<file path="src/rtl/spi_arb_ctrl_if.sv">
// Bus bundle between the two requesters, the SPI byte engine and the arbiter.
// The slave modport is the arbiter's view; the master modport is the surrounding logic.
interface spi_arb_ctrl_if;
  logic [1:0] req;
  logic [3:0] len0;
  logic [3:0] len1;
  logic [7:0] tx_data0;
  logic [7:0] tx_data1;
  logic [1:0] tx_valid;
  logic [1:0] tx_ready;
  logic [1:0] gnt;
  logic [7:0] rx_data;
  logic [1:0] rx_valid;
  logic       busy;
  logic [1:0] cs_n;
  logic       eng_start;
  logic [7:0] eng_tx;
  logic       eng_done;
  logic [7:0] eng_rx;
  logic [1:0] timeout_err;

  modport master (
    output req, len0, len1, tx_data0, tx_data1, tx_valid, eng_done, eng_rx,
    input  tx_ready, gnt, rx_data, rx_valid, busy, cs_n, eng_start, eng_tx, timeout_err
  );

  modport slave (
    input  req, len0, len1, tx_data0, tx_data1, tx_valid, eng_done, eng_rx,
    output tx_ready, gnt, rx_data, rx_valid, busy, cs_n, eng_start, eng_tx, timeout_err
  );
endinterface

</file>
<file path="src/rtl/spi_arb_ctrl.sv">
// Round-robin scheduler sharing one SPI byte engine between two requesters, with CS gap.
// Optional WAIT_TX stall abort enabled by defining SPI_ARB_TIMEOUT_EN.
module spi_arb_ctrl #(
  parameter int CS_GAP  = 4,
  parameter int TIMEOUT = 255
) (
  input  logic              clk,
  input  logic              rst,
  spi_arb_ctrl_if.slave     bus
);

  typedef enum logic [1:0] {IDLE, WAIT_TX, XFER, GAP} state_e;

  localparam int GAP_CYC = (CS_GAP < 1) ? 1 : CS_GAP;
  localparam int GW      = $clog2(GAP_CYC + 1);
  localparam logic [GW-1:0] GAP_LOAD = GW'(GAP_CYC);

  state_e          state_q, state_d;
  logic [1:0]      gnt_q, gnt_d;
  logic            last_q, last_d;
  logic [3:0]      cnt_q, cnt_d;
  logic [GW-1:0]   gap_q, gap_d;
  logic            eng_start_q, eng_start_d;
  logic [7:0]      eng_tx_q, eng_tx_d;
  logic [7:0]      rx_data_q, rx_data_d;
  logic [1:0]      rx_valid_q, rx_valid_d;
  logic [1:0]      tout_q, tout_d;

  logic [1:0]      tx_ready_w;
  logic            accept;
  logic            win1;
  logic            timeout_hit;
  logic [3:0]      len_sel;
  logic [7:0]      data_sel;

  // tx_ready is withheld during the rx_valid cycle so the next byte is offered one cycle later
  for (genvar gi = 0; gi < 2; gi++) begin : g_req
    assign tx_ready_w[gi] = (state_q == WAIT_TX) && gnt_q[gi] && !rx_valid_q[gi];
    assign bus.cs_n[gi]   = ~gnt_q[gi];
  end

  assign accept   = |(bus.tx_valid & tx_ready_w);
  assign win1     = bus.req[1] & (~bus.req[0] | ~last_q);
  assign len_sel  = win1 ? bus.len1 : bus.len0;
  assign data_sel = gnt_q[1] ? bus.tx_data1 : bus.tx_data0;

`ifdef SPI_ARB_TIMEOUT_EN
  localparam int TO_LIM = (TIMEOUT < 1) ? 1 : TIMEOUT;
  localparam int SW     = ($clog2(TO_LIM + 1) > 8) ? $clog2(TO_LIM + 1) : 8;

  logic [SW-1:0] stall_q;

  always_ff @(posedge clk or posedge rst) begin
    if (rst) begin
      stall_q <= '0;
    end else if (state_q != WAIT_TX || accept) begin
      stall_q <= '0;
    end else begin
      stall_q <= stall_q + 1'b1;
    end
  end

  assign timeout_hit = (stall_q == SW'(TO_LIM - 1));
`else
  assign timeout_hit = 1'b0;
`endif

  always_ff @(posedge clk or posedge rst) begin
    if (rst) begin
      state_q <= IDLE;
    end else begin
      state_q <= state_d;
    end
  end

  always_comb begin
    state_d = state_q;
    case (state_q)
      IDLE:    if (|bus.req) state_d = WAIT_TX;
      WAIT_TX: begin
        if (accept)           state_d = XFER;
        else if (timeout_hit) state_d = GAP;
      end
      XFER:    if (bus.eng_done) state_d = (cnt_q == 4'd1) ? GAP : WAIT_TX;
      GAP:     if (gap_q <= GW'(1)) state_d = IDLE;
      default: state_d = IDLE;
    endcase
  end

  always_comb begin
    gnt_d       = gnt_q;
    last_d      = last_q;
    cnt_d       = cnt_q;
    gap_d       = gap_q;
    eng_start_d = 1'b0;
    eng_tx_d    = eng_tx_q;
    rx_data_d   = rx_data_q;
    rx_valid_d  = 2'b00;
    tout_d      = 2'b00;
    case (state_q)
      IDLE: begin
        if (|bus.req) begin
          gnt_d  = win1 ? 2'b10 : 2'b01;
          last_d = win1;
          cnt_d  = (len_sel == 4'd0) ? 4'd1 : len_sel;
        end
      end
      WAIT_TX: begin
        if (accept) begin
          eng_tx_d    = data_sel;
          eng_start_d = 1'b1;
        end else if (timeout_hit) begin
          tout_d = gnt_q;
          gnt_d  = 2'b00;
          gap_d  = GAP_LOAD;
        end
      end
      XFER: begin
        if (bus.eng_done) begin
          rx_data_d  = bus.eng_rx;
          rx_valid_d = gnt_q;
          cnt_d      = cnt_q - 4'd1;
          if (cnt_q == 4'd1) begin
            gnt_d = 2'b00;
            gap_d = GAP_LOAD;
          end
        end
      end
      GAP:     gap_d = gap_q - GW'(1);
      default: ;
    endcase
  end

  always_ff @(posedge clk or posedge rst) begin
    if (rst) begin
      gnt_q       <= 2'b00;
      last_q      <= 1'b1;
      cnt_q       <= 4'd0;
      gap_q       <= '0;
      eng_start_q <= 1'b0;
      eng_tx_q    <= 8'h00;
      rx_data_q   <= 8'h00;
      rx_valid_q  <= 2'b00;
      tout_q      <= 2'b00;
    end else begin
      gnt_q       <= gnt_d;
      last_q      <= last_d;
      cnt_q       <= cnt_d;
      gap_q       <= gap_d;
      eng_start_q <= eng_start_d;
      eng_tx_q    <= eng_tx_d;
      rx_data_q   <= rx_data_d;
      rx_valid_q  <= rx_valid_d;
      tout_q      <= tout_d;
    end
  end

  assign bus.tx_ready    = tx_ready_w;
  assign bus.gnt         = gnt_q;
  assign bus.rx_data     = rx_data_q;
  assign bus.rx_valid    = rx_valid_q;
  assign bus.busy        = (state_q != IDLE);
  assign bus.eng_start   = eng_start_q;
  assign bus.eng_tx      = eng_tx_q;
  assign bus.timeout_err = tout_q;

endmodule

</file>
<file path="src/flat_wrapper.sv">
// flat-port wrapper written by rule: the top's interface ports become plain ports
module spi_arb_ctrl_flat 
#(
  parameter int CS_GAP  = 4,
  parameter int TIMEOUT = 255
)
  (clk, rst, bus_req, bus_len0, bus_len1, bus_tx_data0, bus_tx_data1, bus_tx_valid, bus_eng_done, bus_eng_rx, bus_tx_ready, bus_gnt, bus_rx_data, bus_rx_valid, bus_busy, bus_cs_n, bus_eng_start, bus_eng_tx, bus_timeout_err);
  spi_arb_ctrl_if bus_i ();
  input  logic clk;
  input  logic rst;
  input wire logic [$bits(bus_i.req)-1:0] bus_req;
  input wire logic [$bits(bus_i.len0)-1:0] bus_len0;
  input wire logic [$bits(bus_i.len1)-1:0] bus_len1;
  input wire logic [$bits(bus_i.tx_data0)-1:0] bus_tx_data0;
  input wire logic [$bits(bus_i.tx_data1)-1:0] bus_tx_data1;
  input wire logic [$bits(bus_i.tx_valid)-1:0] bus_tx_valid;
  input wire logic [$bits(bus_i.eng_done)-1:0] bus_eng_done;
  input wire logic [$bits(bus_i.eng_rx)-1:0] bus_eng_rx;
  output wire logic [$bits(bus_i.tx_ready)-1:0] bus_tx_ready;
  output wire logic [$bits(bus_i.gnt)-1:0] bus_gnt;
  output wire logic [$bits(bus_i.rx_data)-1:0] bus_rx_data;
  output wire logic [$bits(bus_i.rx_valid)-1:0] bus_rx_valid;
  output wire logic [$bits(bus_i.busy)-1:0] bus_busy;
  output wire logic [$bits(bus_i.cs_n)-1:0] bus_cs_n;
  output wire logic [$bits(bus_i.eng_start)-1:0] bus_eng_start;
  output wire logic [$bits(bus_i.eng_tx)-1:0] bus_eng_tx;
  output wire logic [$bits(bus_i.timeout_err)-1:0] bus_timeout_err;
  assign bus_i.req = bus_req;
  assign bus_i.len0 = bus_len0;
  assign bus_i.len1 = bus_len1;
  assign bus_i.tx_data0 = bus_tx_data0;
  assign bus_i.tx_data1 = bus_tx_data1;
  assign bus_i.tx_valid = bus_tx_valid;
  assign bus_i.eng_done = bus_eng_done;
  assign bus_i.eng_rx = bus_eng_rx;
  assign bus_tx_ready = bus_i.tx_ready;
  assign bus_gnt = bus_i.gnt;
  assign bus_rx_data = bus_i.rx_data;
  assign bus_rx_valid = bus_i.rx_valid;
  assign bus_busy = bus_i.busy;
  assign bus_cs_n = bus_i.cs_n;
  assign bus_eng_start = bus_i.eng_start;
  assign bus_eng_tx = bus_i.eng_tx;
  assign bus_timeout_err = bus_i.timeout_err;
  spi_arb_ctrl #(.CS_GAP(CS_GAP), .TIMEOUT(TIMEOUT)) u_core (.clk(clk), .rst(rst), .bus(bus_i));
endmodule
</file>
<file path="config.mk">
export PLATFORM = sky130hd
export DESIGN_NAME = spi_arb_ctrl_flat
export DESIGN_NICKNAME = d
export VERILOG_FILES = /design/src/rtl/spi_arb_ctrl_if.sv /design/src/rtl/spi_arb_ctrl.sv /design/src/flat_wrapper.sv
export SDC_FILE = /design/constraint.sdc
export NUM_CORES = 1
export LEC_CHECK = 0
export BUFFER_PORTS_ARGS = -buffer_cell sky130_fd_sc_hd__buf_2
export CORE_MARGIN = 4
export CORE_UTILIZATION = 51
export DETAILED_ROUTE_END_ITERATION = 7
export PLACE_DENSITY_LB_ADDON = 0.1
export SYNTH_ARGS = -nofsm -noshare
export SYNTH_HDL_FRONTEND = slang
export SYNTH_SLANG_ARGS = --single-unit
</file>
<file path="constraint.sdc">
create_clock -name clk -period 3.8 [get_ports clk]
set_clock_uncertainty 0.1 [all_clocks]
set_input_delay 0.57 -clock clk [delete_from_list [all_inputs] [get_ports clk]]
set_output_delay 0.57 -clock clk [all_outputs]
set_load 0.03 [all_outputs]
</file>
==> impl_metrics.py, run 1 <==
metrics = {
    "sta": {
        "setup_viol": 0,
        "fmax_mhz": 454,
        "slew-limit-headroom_pct": 57.7,
        "fin_crit_ns": 2.20,
        "final.setup.worst_slack_ns": 1.60,
        "final_max_slew_viol_count": 0,
        "layout_worst_path_cycle_share_pct": 58.0,
        "final.setup.tns_ns": 0,
        "max_slew.worst_pin.slew_ns": 0.633,
        "rsz0062_at_grt": "no",
        "hold_viol_final": 0,
    },
    "synth": {
        "synthesis.area_sq_um": 1610,
        "synth_edf_count": 0,
        "async_flop_share_pct": 100,
        "yosys_register_bits": 31,
        "synth-main-ff-cell": "dfrtp_1",
        "syn_area_per_cell_sq_um": 10.8,
        "yosys_warnings": 0,
        "ys_seq_area_share_pct": 48.3,
        "synth_cell_types": 44,
        "syn_inst": 149,
    },
    "die": {
        "die_h_um": 64.2,
        "die_x_um": 64.2,
        "core_region_area_sq_um": 3030,
        "placementRows": 20,
        "ios": 67,
        "start_util_pct": 53.2,
        "dieArea_sq_um": 4120,
    },
    "global_routing": {
        "grt_pass1_wl_mm": 6.15,
        "grt_usage_pct": 19.2,
        "antenna_found_initial": 0,
        "grt_overflow_total": 0,
        "grt_pass1_vias": 1407,
        "grt_start_max_net_pins": 19,
    },
    "critical_path": {
        "arrival_ns": 1.53,
        "critPathMaxFanout": 12,
        "required_ns": 3.13,
        "cp-start-kind": "flip-flop",
        "rr_endpoint": "u_core.bus.rx_data[6]$_DFFE_PP0P_",
        "endpoint_kind": "output pin",
        "r2r_cells": 3,
        "r2r_slack_ns": 1.86,
        "path_class": "flip-flop to output pin",
        "r2r-start": "u_core.state_q[1]$_DFFE_PP0P_",
    },
    "clock_network": {
        "tritoncts": "built",
        "cts_root_buffer": "clkbuf_4",
        "cts_buffers": 5,
        "cts.sinks": 31,
        "postCtsSetupBuffers": 0,
        "clkLatencyLatePin_ns": 0.33,
        "htree_levels": 2,
        "clockBufferDepth": 2,
        "cts.clk_slew.worst_paths_ns": 0.09,
        "ctsHoldBuffers": 0,
        "cts_resized": 0,
    },
    "drt": {
        "dr.pass1.iters": 4,
        "wl_met2_mm": 1.79,
        "dr_wl_met3_um": 304,
        "wire_per_inst_um": 13.7,
        "wl_mm": 3.57,
        "highest_layer": "met4",
        "num_vias": 1328,
        "drc": 0,
        "met1_length_mm": 1.43,
        "post_drt_via_cell_ratio": 5.11,
        "drtIter0Drc": 77,
        "final_antenna_net_count": 0,
    },
    "pwr": {
        "p_leak_nw": 1.05,
        "power_density_nw_per_um2": 866,
        "vdd_drop_max_v": 0.000409,
    },
    "place": {
        "dp_slack_ns": 1.87,
        "placed_cell_area_sq_um": 1950,
        "gp_congestion": 0.733,
        "dp_hpwl_mm": 2.83,
        "place_inst": 252,
        "port_buffers": 64,
    },
    "min_path": {
        "hp-class": "input port to async pin",
    },
    "final_layout": {
        "drive_above_1_share_pct": 39.4,
        "finish.instance_area_sq_um": 2020,
        "num_antenna_cells": 0,
        "area_growth_syn_to_layout_pct": 25.2,
        "final_net_count": 258,
        "fin_cells": 260,
    },
    "flow_run": {
        "maxCapViolations": 0,
    },
    "status": {
        "status": "completed",
    },
}
## metrics by stage
step / hold slack (ns) / utilization, % / total power [mW]
6_report: 0.176 / 66.6 / 1.75
5_1_grt: 0.205 / 66.6 / 1.89
4_1_cts: 0.182 / 66.6 / 1.77
3_3_place_gp: 0.360 / 64.3 / 1.50
2_1_floorplan: 0.378 / - / 1.30
3_5_place_dp: 0.380 / 64.3 / 1.55
## sequential cells by signal, summed over array words and instances, names as in the netlist
| signal | cells |
|---|---|
| u_core.bus.eng_tx | 8 |
| u_core.state_q | 2 |
| u_core.bus.rx_data | 8 |
| u_core.gap_q | 3 |
| u_core.bus.gnt | 2 |
| u_core.bus.eng_start | 1 |
| u_core.cnt_q | 4 |
| u_core.bus.rx_valid | 2 |
| u_core.last_q | 1 |
## cell families (layout without fill, tap and decap cells)
logic type	Yosys count	after routing	share of synthesized area, %
AOI/OAI and AO/OA	35	35	15.0
adders and majority gates	4	4	3.11
buffers and inverters	17	83	5.44
DFF	31	31	48.3
muxes	19	19	12.5
other	1	2	0.233
and+or+nand+nor	42	42	15.5
## cell usage in the layout (no fill, tap or decap), types with 2 or more instances in the layout
| master | instances |
|---|---|
| a21oi_1 | 4 |
| inv_1 | 9 |
| o21a_1 | 3 |
| clkbuf_4 | 5 |
| conb_1 | 2 |
| mux2_1 | 9 |
| nor3_1 | 4 |
| nand3_1 | 2 |
| a21boi_0 | 2 |
| o21ai_0 | 2 |
| nand2_1 | 16 |
| ha_1 | 4 |
| a31oi_1 | 2 |
| nor2_1 | 5 |
| dfrtp_1 | 30 |
| mux2i_1 | 10 |
| nor3_2 | 3 |
| a22oi_1 | 2 |
| nand2b_1 | 2 |
| o21ai_1 | 10 |
| clkbuf_8 | 2 |
| buf_2 | 64 |
## worst max path at each step
stage                                         to                          start  cells past startpoint  slack [ns]
3_5_place_dp   u_core.bus.rx_data[6]$_DFFE_PP0P_  u_core.state_q[1]$_DFFE_PP0P_                      3        1.87
6_report                         bus_tx_ready[1]  u_core.bus.gnt[1]$_DFFE_PP0P_                      2        1.60
2_1_floorplan                        bus_cs_n[1]  u_core.bus.gnt[1]$_DFFE_PP0P_                      2        2.12
5_1_grt                          bus_tx_ready[1]  u_core.bus.gnt[1]$_DFFE_PP0P_                      2        1.47
3_3_place_gp                     bus_tx_ready[1]  u_core.bus.gnt[1]$_DFFE_PP0P_                      2        1.95
4_1_cts                          bus_tx_ready[1]  u_core.bus.gnt[1]$_DFFE_PP0P_                      2        1.57
## cells in the mapped netlist, drive strengths merged, types with 2 or more instances
| cell type | number | area, sq um |
|---|---|---|
| buf | 7 | 50.0 |
| nand2 | 17 | 71.3 |
| mux2i | 10 | 100 |
| inv | 10 | 37.5 |
| a31oi | 2 | 12.5 |
| o21a | 3 | 22.5 |
| mux2 | 9 | 101 |
| o21ai | 13 | 68.8 |
| a21oi | 4 | 20.0 |
| nor3 | 7 | 50.1 |
| a21boi | 2 | 15.0 |
| ha | 4 | 50.1 |
| nor2 | 5 | 18.8 |
| nand3 | 2 | 10.0 |
| a22oi | 3 | 36.3 |
| and4bb | 3 | 41.3 |
| dfrtp | 30 | 751 |
| nand2b | 2 | 12.5 |
| nor2b | 2 | 15.0 |
## cell type report
| cell class | instances | area [sq um] |
|---|---|---|
| clock buffers | 8 | 68.8 |
| fillers | 254 | 1010 |
| inverters | 10 | 37.5 |
| multi-input cells | 102 | 749 |
| flip-flops and latches | 31 | 777 |
| well taps | 44 | 55.1 |
| repair buffers | 65 | 328 |
## critical path, cell delays in order (launching register included)
cell	delay, ns
dfrtp_1	0.67
and4bb_4	0.34
buf_2	0.21
## power by group
group / internal (mW) / switching, mW
sequential: 0.489 / 0.156
combinational: 0.332 / 0.553
clock: 0.109 / 0.106
total: 0.930 / 0.816
## routing by layer
metal / track usage [%] / vias to the layer above
li1: - / 660
met1: 21.3 / 614
met2: 33.2 / 48
met3: 8.08 / 6
met4: 5.80 / 0
met5: 0 / -
(Power assumes the default switching activity.)
==> run 2: changes to the inputs <==
- ABC_AREA: not set -> 1
- CORE_UTILIZATION: 51 -> 48
- clock period: 3.8 -> 2.13 ns (I/O delays scaled with it)
==> run 2 against run 1 <==
Critical path depth grew 2. Worst setup slack lost 1.4 ns. Via count grew 14%. Synthesized area grew 1.4%. First-iteration DRC count grew 1.3%. Cell count grew 22%. Sequential share of layout area shrank 0.33 points. Clock power grew 48%. Non-clock buffer count grew 2. Routed wire length grew 4.5%. Utilization shrank 2.1 points. Sequential cell count is the same. Largest cell class unchanged.
==> impl_metrics.py, run 2 <==
metrics = {
    "status": {
        "status": "completed",
    },
    "min_path": {
        "hold_depth": 3,
        "worstHoldEndpoint": "u_core.bus.rx_data[5]$_DFFE_PP0P_",
        "hp-class": "input port to flip-flop",
        "min_from": "bus_eng_rx[5]",
    },
    "global_routing": {
        "grt_pass1_vias": 1448,
        "grt_pass1_wl_mm": 6.22,
        "grt_start_max_net_pins": 32,
        "antenna_found_initial": 0,
        "grt_usage_pct": 18.8,
        "grt_overflow_total": 0,
    },
    "synth": {
        "post-synth-top-count-cell": "nand2_1",
        "synth_edf_count": 0,
        "netlist_top_cells_count": "69 x nand2_1, 30 x dfrtp_1, 20 x inv_1",
        "synth_cell_types": 28,
        "async_flop_share_pct": 100,
        "ys_seq_area_share_pct": 47.6,
        "synth-main-ff-cell": "dfrtp_1",
        "syn_inst": 205,
        "syn_area_per_cell_sq_um": 7.96,
        "synthTopCellsByArea": "dfrtp_1 46%, nand2_1 16%, inv_1 4.6%",
        "synthesis.area_sq_um": 1630,
        "yosys.area.top_type_share_pct": 46.0,
        "yosys_warnings": 0,
        "yosys_register_bits": 31,
        "yosys.area.top_type": "dfrtp_1",
    },
    "drt": {
        "final_antenna_net_count": 0,
        "wl_met2_mm": 1.84,
        "dr_wl_met3_um": 311,
        "wire_per_inst_um": 11.7,
        "drc": 0,
        "dr.pass1.iters": 4,
        "drtIter0Drc": 78,
        "met1_length_mm": 1.52,
        "highest_layer": "met4",
        "post_drt_via_cell_ratio": 4.78,
        "wl_mm": 3.73,
        "num_vias": 1520,
    },
    "die": {
        "ios": 67,
        "start_util_pct": 51.8,
        "die_h_um": 66.3,
        "die_x_um": 66.3,
        "dieArea_sq_um": 4400,
        "core_region_area_sq_um": 3150,
        "placementRows": 20,
    },
    "final_layout": {
        "num_antenna_cells": 0,
        "ff_latch_area_sq_um": 777,
        "fillers": 316,
        "final_net_count": 316,
        "area_growth_syn_to_layout_pct": 24.5,
        "final_cell_mix": "69 x nand2_1, 64 x buf_2, 30 x dfrtp_1",
        "multi_input_area_sq_um": 723,
        "final_common_cell": "nand2_1",
        "fin_cells": 318,
        "drive_above_1_share_pct": 30.7,
    },
    "clock_network": {
        "clockBufferDepth": 2,
        "cts.clk_slew.worst_paths_ns": 0.10,
        "htree_levels": 2,
        "cts_buffers": 5,
        "cts_root_buffer": "clkbuf_4",
        "cts_resized": 0,
        "cts.sinks": 31,
        "clkLatencyLatePin_ns": 0.33,
        "tritoncts": "built",
    },
    "flow_run": {
        "maxCapViolations": 0,
    },
    "critical_path": {
        "r2r_cells": 8,
        "r2r-start": "u_core.state_q[1]$_DFFE_PP0P_",
        "path_class": "flip-flop to output pin",
        "r2r_slack_ns": 0.58,
        "required_ns": 1.71,
        "critPathMaxFanout": 9,
        "arrival_ns": 1.53,
        "cp-start-kind": "flip-flop",
        "rr_endpoint": "u_core.state_q[1]$_DFFE_PP0P_",
        "endpoint_kind": "output pin",
    },
    "sta": {
        "fin_crit_ns": 1.95,
        "final.setup.tns_ns": 0,
        "setup_viol": 0,
        "fmax_mhz": 513,
        "final.setup.worst_slack_ns": 0.182,
        "rsz0062_at_grt": "no",
        "hold_viol_final": 0,
        "holdWs_ns": 0.0810,
        "final_max_slew_viol_count": 0,
        "layout_worst_path_cycle_share_pct": 91.5,
    },
    "pwr": {
        "power_density_nw_per_um2": 1530,
        "vdd_drop_max_v": 0.000638,
        "p_leak_nw": 1.14,
    },
    "place": {
        "dp_slack_ns": 0.541,
        "gp_congestion": 0.803,
        "port_buffers": 64,
        "dp_hpwl_mm": 2.89,
        "place_inst": 309,
    },
}
==> run 2: area by class of cell <==
type                    instances  share of cell area [%]
flip-flops and latches         31                    38.2
multi-input cells             146                    35.6
repair buffers                 67                    17.0
inverters                      22                    4.06
well taps                      44                    2.71
clock buffers                   7                    2.22
clock inverters                 1                   0.246
==> run 2: logic make-up after synthesis <==
| group | count (synthesis) | synth area share, % |
|---|---|---|
| fa+ha+maj | 4 | 3.07 |
| simple gates | 118 | 32.2 |
| compound gates | 20 | 7.20 |
| other cells | 1 | 0.230 |
| flops | 31 | 47.6 |
| buf+inv | 29 | 8.66 |
| xor+xnor | 2 | 1.07 |
==> run 2: routing by layer <==
| layer | up-vias | global-route usage [%] |
|---|---|---|
| met2 | 47 | 32.1 |
| met3 | 6 | 6.12 |
| li1 | 786 | - |
| met5 | - | 0 |
| met4 | 0 | 6.35 |
| met1 | 681 | 22.0 |
==> run 2: per-stage QoR <==
stage               util [%]  cell area, sq um  power (mW)
finish                  64.5              2030        3.12
global route            64.5              2030        3.39
CTS                     64.5              2030        3.15
detailed placement      62.6              1970        2.83
global placement        62.6              1970        2.78
floorplan                  -              1640        2.40
==> run 2: worst max-delay path, stage by stage (launching register included) <==
cell and delay, ns:
dfrtp_1 0.52, nor2_8 0.18, inv_1 0.09, nor3_1 0.18, buf_2 0.24
==> run 2: how the worst max path moves through the flow <==
stage | from | to | slack [ns] | cells after the start
global route | u_core.state_q[1]$_DFFE_PP0P_ | bus_tx_ready[0] | 0.07 | 4
CTS | u_core.state_q[1]$_DFFE_PP0P_ | bus_tx_ready[0] | 0.17 | 4
floorplan | u_core.bus.gnt[1]$_DFFE_PP0P_ | bus_tx_ready[1] | 0.13 | 4
global placement | u_core.state_q[1]$_DFFE_PP0P_ | bus_tx_ready[0] | 0.55 | 4
finish | u_core.state_q[1]$_DFFE_PP0P_ | bus_tx_ready[0] | 0.18 | 4
detailed placement | u_core.state_q[1]$_DFFE_PP0P_ | bus_tx_ready[0] | 0.54 | 4
==> run 2: power breakdown <==
group          internal, mW  switching (mW)  leakage (nW)  total [mW]
registers             0.869           0.205         0.373        1.07
clock network         0.128           0.191        0.0293       0.319
logic                 0.537            1.19         0.737        1.72
==> run 2: what timing repair did <==
action,CTS,global route
hold buffers,1,0
hold endpoints to repair,30,0
buffers inserted,0,0
